### config.mk
export PLATFORM = sky130hd
export DESIGN_NAME = disc_pulse_conditioner
export DESIGN_NICKNAME = d
export VERILOG_FILES = /design/src/rtl/disc_pulse_conditioner.sv
export SDC_FILE = /design/constraint.sdc
export NUM_CORES = 1
export LEC_CHECK = 0
export ABC_CLOCK_PERIOD_IN_PS = 3300
export CAP_MARGIN = 25
export CORE_ASPECT_RATIO = 0.9
export CORE_MARGIN = 5
export CORE_UTILIZATION = 40
export CTS_CLUSTER_DIAMETER = 60
export DETAILED_ROUTE_END_ITERATION = 10
export DONT_BUFFER_PORTS = 1
export REMOVE_ABC_BUFFERS = 1
export SLEW_MARGIN = 5
export SYNTH_ARGS = -nofsm -noshare
export SYNTH_HDL_FRONTEND = slang
export SYNTH_SLANG_ARGS = --single-unit
### constraint.sdc
create_clock -name clk -period 3.3 [get_ports clk]
set_input_delay 0.165 -clock clk [delete_from_list [all_inputs] [get_ports clk]]
set_output_delay 0.165 -clock clk [all_outputs]
set_load 0.02 [all_outputs]
### src/rtl/disc_pulse_conditioner.sv
// Conditions an asynchronous discriminator pulse into a single-cycle hit strobe with
// minimum-width qualification, non-paralyzable dead time and saturating diagnostic counters.
module disc_pulse_conditioner #(
    parameter int MIN_WIDTH = 3,
    parameter int DEAD_TIME = 10,
    parameter int CNT_WIDTH = 16
) (
    input  logic                 clk,
    input  logic                 rst,
    input  logic                 en,
    input  logic                 disc_pulse,
    input  logic                 count_clear,
    output logic                 hit,
    output logic                 busy,
    output logic [CNT_WIDTH-1:0] glitch_count,
    output logic [CNT_WIDTH-1:0] pileup_count
);

    localparam int WW = $clog2(MIN_WIDTH + 1);
    localparam int DW = $clog2(DEAD_TIME + 1);
    localparam logic [WW-1:0] WIDTH_LAST = WW'(MIN_WIDTH - 1);
    localparam logic [DW-1:0] DEAD_LAST  = DW'(DEAD_TIME);

    typedef enum logic [1:0] {
        WAIT_LOW = 2'd0,
        ARMED    = 2'd1,
        QUALIFY  = 2'd2,
        DEAD     = 2'd3
    } state_t;

    state_t          state_reg, state_next;
    logic [WW-1:0]   width_cnt_reg, width_cnt_next;
    logic [DW-1:0]   dead_cnt_reg, dead_cnt_next;
    logic            s1_reg, s2_reg, s3_reg;
    logic [1:0]      fill_reg;
    logic            hit_reg, hit_next;
    logic            busy_reg;
    logic            rise;
    logic [1:0]      cnt_inc;
    logic [CNT_WIDTH-1:0] cnt_reg [2];

    assign rise = s2_reg & ~s3_reg;

    // fill_reg marks when s2 holds a real sample rather than its reset value, so a
    // pulse held high across reset is not mistaken for a low level.
    always_ff @(posedge clk) begin
        if (rst) begin
            s1_reg   <= 1'b0;
            s2_reg   <= 1'b0;
            s3_reg   <= 1'b0;
            fill_reg <= 2'b00;
        end else begin
            s1_reg   <= disc_pulse;
            s2_reg   <= s1_reg;
            s3_reg   <= s2_reg;
            fill_reg <= {fill_reg[0], 1'b1};
        end
    end

    always_ff @(posedge clk) begin
        if (rst) begin
            state_reg     <= WAIT_LOW;
            width_cnt_reg <= '0;
            dead_cnt_reg  <= '0;
            hit_reg       <= 1'b0;
            busy_reg      <= 1'b1;
        end else begin
            state_reg     <= state_next;
            width_cnt_reg <= width_cnt_next;
            dead_cnt_reg  <= dead_cnt_next;
            hit_reg       <= hit_next;
            busy_reg      <= (state_next != ARMED);
        end
    end

    always_comb begin
        state_next     = state_reg;
        width_cnt_next = width_cnt_reg;
        dead_cnt_next  = dead_cnt_reg;
        hit_next       = 1'b0;
        cnt_inc        = 2'b00;
        case (state_reg)
            WAIT_LOW: begin
                width_cnt_next = '0;
                dead_cnt_next  = '0;
                if (fill_reg[1] && !s2_reg)
                    state_next = ARMED;
            end
            ARMED: begin
                if (en && s2_reg) begin
                    if (MIN_WIDTH == 1) begin
                        hit_next      = 1'b1;
                        state_next    = DEAD;
                        dead_cnt_next = DW'(1);
                    end else begin
                        state_next     = QUALIFY;
                        width_cnt_next = WW'(1);
                    end
                end
            end
            QUALIFY: begin
                if (s2_reg) begin
                    if (width_cnt_reg == WIDTH_LAST) begin
                        hit_next       = 1'b1;
                        state_next     = DEAD;
                        dead_cnt_next  = DW'(1);
                        width_cnt_next = '0;
                    end else begin
                        width_cnt_next = width_cnt_reg + WW'(1);
                    end
                end else begin
                    cnt_inc[0]     = 1'b1;
                    state_next     = ARMED;
                    width_cnt_next = '0;
                end
            end
            DEAD: begin
                // dead_cnt counts the hit cycle as 1, so leaving at DEAD_LAST spans DEAD_TIME cycles
                cnt_inc[1] = rise;
                if (dead_cnt_reg == DEAD_LAST) begin
                    state_next    = WAIT_LOW;
                    dead_cnt_next = '0;
                end else begin
                    dead_cnt_next = dead_cnt_reg + DW'(1);
                end
            end
            default: state_next = WAIT_LOW;
        endcase
    end

    // Index 0: glitch counter, index 1: pileup counter; both saturate, clear has priority.
    generate
        for (genvar gi = 0; gi < 2; gi++) begin : g_cnt
            always_ff @(posedge clk) begin
                if (rst || count_clear)
                    cnt_reg[gi] <= '0;
                else if (cnt_inc[gi] && (cnt_reg[gi] != {CNT_WIDTH{1'b1}}))
                    cnt_reg[gi] <= cnt_reg[gi] + {{(CNT_WIDTH-1){1'b0}}, 1'b1};
            end
        end
    endgenerate

    assign hit          = hit_reg;
    assign busy         = busy_reg;
    assign glitch_count = cnt_reg[0];
    assign pileup_count = cnt_reg[1];

endmodule
[Yosys cells after proc, flatten, opt, wreduce, memory -nomap -nowiden]
Memories as Yosys holds them, arrays and structs flattened.
Index checks and enable logic that the tools add are counted.
Storage, ports and cells
  bits of input ports: 5
  memories: 1
  output and inout port bits: 34
  memory bits (writable): 32
  word-level logic and storage cells: 73
  bits in registers: 15
Memory list
  cnt_reg: depth 2, bits a word 16, read ports 2, clocked after memory_dff 0, write ports 2, RTL line 40  | logic [CNT_WIDTH-1:0] cnt_reg [2];
Cells by class
  add/sub/neg operators: 4
  reductions and logical operators: 12
  bitwise operators: 6
  equal/unequal tests: 11
  mux-type cells: 29
Operators with widths (count)
  $add A16 B1 Y16 const B: 2
  $mux W16: 2
  $ne A16 B16 Y1 const B: 2
  $mux W2: 8
  $mux W1: 13
  $mux W4: 3
  $pmux W4 S3: 1
  $pmux W2 S4: 1
  $eq A2 B2 Y1 const B: 3
  $ne A2 B2 Y1 const B: 3
  $pmux W2 S3: 1
  $reduce_bool A3 Y1: 2
  $add A4 B1 Y4 const B: 1
  $eq A4 B4 Y1 const B: 1
  $logic_and A1 B1 Y1: 4
  $not A1 Y1: 3
  $reduce_and A3 Y1: 1
  $reduce_or A3 Y1: 1
  $add A2 B1 Y2 const B: 1
  $eq A2 B1 Y1 const B: 1
  $logic_not A2 Y1: 1
  $ne A2 B1 Y1 const B: 1
  $or A1 B1 Y1: 2
  $reduce_and A2 Y1: 1
  other kinds (3): 3

[Longest topological paths before layout]
  depth after elaboration: 8
  mapped depth: 7
  mapped depth without buffers: 6

[Least setup slack after synthesis]
OpenSTA, ideal clock, no wires.
  kind: register to register
  from: mem cnt_reg[1][0]
  to: mem cnt_reg[1][0] (enable)
  arrival: 2.444 ns
  required time: 2.886 ns
  buffers on the path: 0
  setup time: 0.414 ns
  setup slack: 0.442 ns
  stages on the path, launching flop included: 6
  clock period less this slack: 2.858 ns
  cells stage by stage: edfxtp_1 -> ha_1 -> nand3_1 -> nor3_1 -> nor3b_1 -> o31ai_1
RTL lines (RTL line)
  from (decl): 40

==> metrics <==
Post-Place Cells around 310; Final Skew ~0.011 ns; # fillers 586; Hold Crit Class in2reg; CTS Buf Count 5; Slowest cell on crit path edfxtp_1; Synth cell types 44; yosys warns 0; gpl congestion ~0.77; clk sinks 47; port bufs 0; Starting Density around two fifths; Total Die Area around 7900 sq um; # DRC 0; clock root buffer clkbuf_8; max reg flops 32; worst-path cell chain ha_1, nand4_1, nor2_1, a31oi_1, nand2b_1; DP Area ~2500 sq um; drt first pass iters 4; mean post-synth cell area just over 10 sq um; Post-Syn Area between 2000 and 2500 sq um; Synth Register Bits 47; RSZ-0062 raised after global routing no; Sequential Area 1260 sq um; # H-tree levels 2; CTS tree yes; largest net degree at the start of global routing 17; WL per Instance about 15 um; Final TNS setup 0 ns; Cells after Synth around 240; Max Cap Violations 0; Post-synth ARST share 0%; Slew HR 50.1%; post-route ant nets 0; Core Region 6080 sq um; Die Height about 85 um; final hold violation count 0; required time at the worst-slack endpoint approximately 3.2 ns; WHS Path Cells 2; final setup violation count 0; WL final roughly 4900 um; Die X a little over 90 um; GRT Total Usage between 10% and 20%; row count 27; pwr dens 407 nW/um^2; critical path's top delay family simple AND/OR/NAND/NOR gates; Max Freq between 0.4 and 0.5 GHz; Finished Cell Area between 2000 and 3000 sq um; number of synthesized flops with an enable pin 32; layout cells sized above 1 3.63%; min cycle time layout around 2.4 ns; Max VDD drop approximately 0.00012 V; detailed-route via count 1792; Startpoint Class flop; Tcrit/Tclk final a little under three quarters; Slew Limit Fails 0; initial antenna violation count 0; post-DP HPWL 3380 um; CP endpoint kind flop; critical path depth 5; register area share after synthesis 50.9%; post-synth top area cell edfxtp_1; Buffers & Inverters on Critical Path 0; Antenna diodes 0; fin cells 320; first-pass GRT wire length 8130 um; grt ovf 0; clock buffer depth 2; crit-path max FO 16; dominant synthesized flop cell edfxtp_1; Slew @ Worst Pin around 0.75 ns; number of global-route vias before repair 1699; Final #Nets 259; Post-CTS Setup Bufs 0; WP data arrival 2.24 ns; Leak 0.859 nW; FF-to-FF path depth 5; vias per inst ~5.6; Clock Latency Late Sink 0.30 ns; outcome complete, no violations; area grow syn2layout 6.56%; Worst-path clk slew 0.08 ns; synth top area cells edfxtp_1 (39%), dfxtp_1 (12%), nor2_1 (5.1%); area of the multi-input gates between 1000 and 1500 sq um; I/O Pins 39; DRT iter0 DRCs ~100; slowest stage delay, CP between 0.5 and 0.6 ns; Setup CP Type reg2reg; post-synth top area share roughly two fifths
[through the flow]
stage	setup WS [ns]	hold WS (ns)	power [mW]	util, %
after floorplan	0.442	0.234	0.731	-
after global placement	1.01	0.238	0.746	41.6
after detailed placement	0.941	0.238	0.747	41.6
after CTS	0.906	0.0962	1.09	43.5
after global routing	0.713	0.123	1.12	43.5
final	0.949	0.105	1.08	43.5
[cell type report]
class                      count  share of cell area [%]
multi-input combinational    181                    43.2
sequential                    47                    47.7
clock buffer                   7                    2.89
inverter                       8                    1.14
tap                           72                    3.41
clock inverter                 1                   0.189
timing repair buffer           4                    1.42
[power breakdown]
part / leakage (nW) / switching, mW / internal [mW] / total (mW)
sequential: 0.479 / 0.0489 / 0.647 / 0.696
clock: 0.0422 / 0.189 / 0.149 / 0.338
combinational: 0.338 / 0.0233 / 0.0184 / 0.0417
total: 0.859 / 0.261 / 0.815 / 1.08
[placed cells by master, fill, tap and decap left out, types with 2 or more instances in the layout]
cell type	Yosys	layout
nor2_1	34	34
edfxtp_1	32	32
nand3_1	17	17
dfxtp_1	15	15
xnor2_1	13	13
nand2_1	12	12
xor2_1	12	12
a21oi_1	10	10
nand4_1	9	9
inv_1	8	8
nor3_1	7	7
ha_1	7	7
nand2b_1	6	6
nor2b_1	6	6
clkbuf_8	0	5
and3_1	4	4
or3_1	4	4
nor4_1	4	4
o21ai_0	4	4
and4_1	3	3
dlygate4sd3_1	0	3
nor3b_1	2	2
a31oi_1	2	2
a211oi_1	2	2
a21boi_0	2	2
a211o_1	2	2
or4_1	2	2
clkbuf_1	1	2
[cell families after synthesis]
group	Yosys count	synth area share, %
buf+inv	16	3.28
xor+xnor	25	8.83
compound gates	33	8.98
flops	47	50.9
fa+ha+maj	7	3.53
simple gates	116	24.5
[path summary, 6_finish.rpt]
kind | slack, ns | endpoint | startpoint
setup / recovery | 0.95 | cnt_reg[0][1]$_SDFFCE_PN0P_ | cnt_reg[0][0]$_SDFFCE_PN0P_
hold / removal | 0.11 | dead_cnt_reg[3]$_SDFFE_PP0P_ | rst
setup reg to reg | 0.95 | cnt_reg[0][1]$_SDFFCE_PN0P_ | cnt_reg[0][0]$_SDFFCE_PN0P_
hold reg to reg | 0.45 | s2_reg$_SDFF_PP0_ | s1_reg$_SDFF_PP0_
[synthesized netlist by cell type (all sizes together) (7+ instances only)]
master and instances:
a21oi 10, buf 7, dfxtp 15, edfxtp 32
ha 7, inv 8, nand2 12, nand3 17
nand4 9, nor2 34, nor3 7, xnor2 13
xor2 12
[routing by layer]
| metal | vias to the layer above | global-route usage [%] | share of wire (%) |
|---|---|---|---|
| li1 | 894 | - | - |
| met1 | 856 | 17.0 | 49 |
| met2 | 32 | 19.7 | 44 |
| met3 | 10 | 3.76 | 4.8 |
| met4 | 0 | 5.33 | 2.1 |
| met5 | - | 0 | 0 |
[timing repair]
action,in CTS,in global routing
hold endpoints to repair,12,0
gates resized for setup,0,0
hold buffers,3,0
Power figures use the tool's default switching activity.
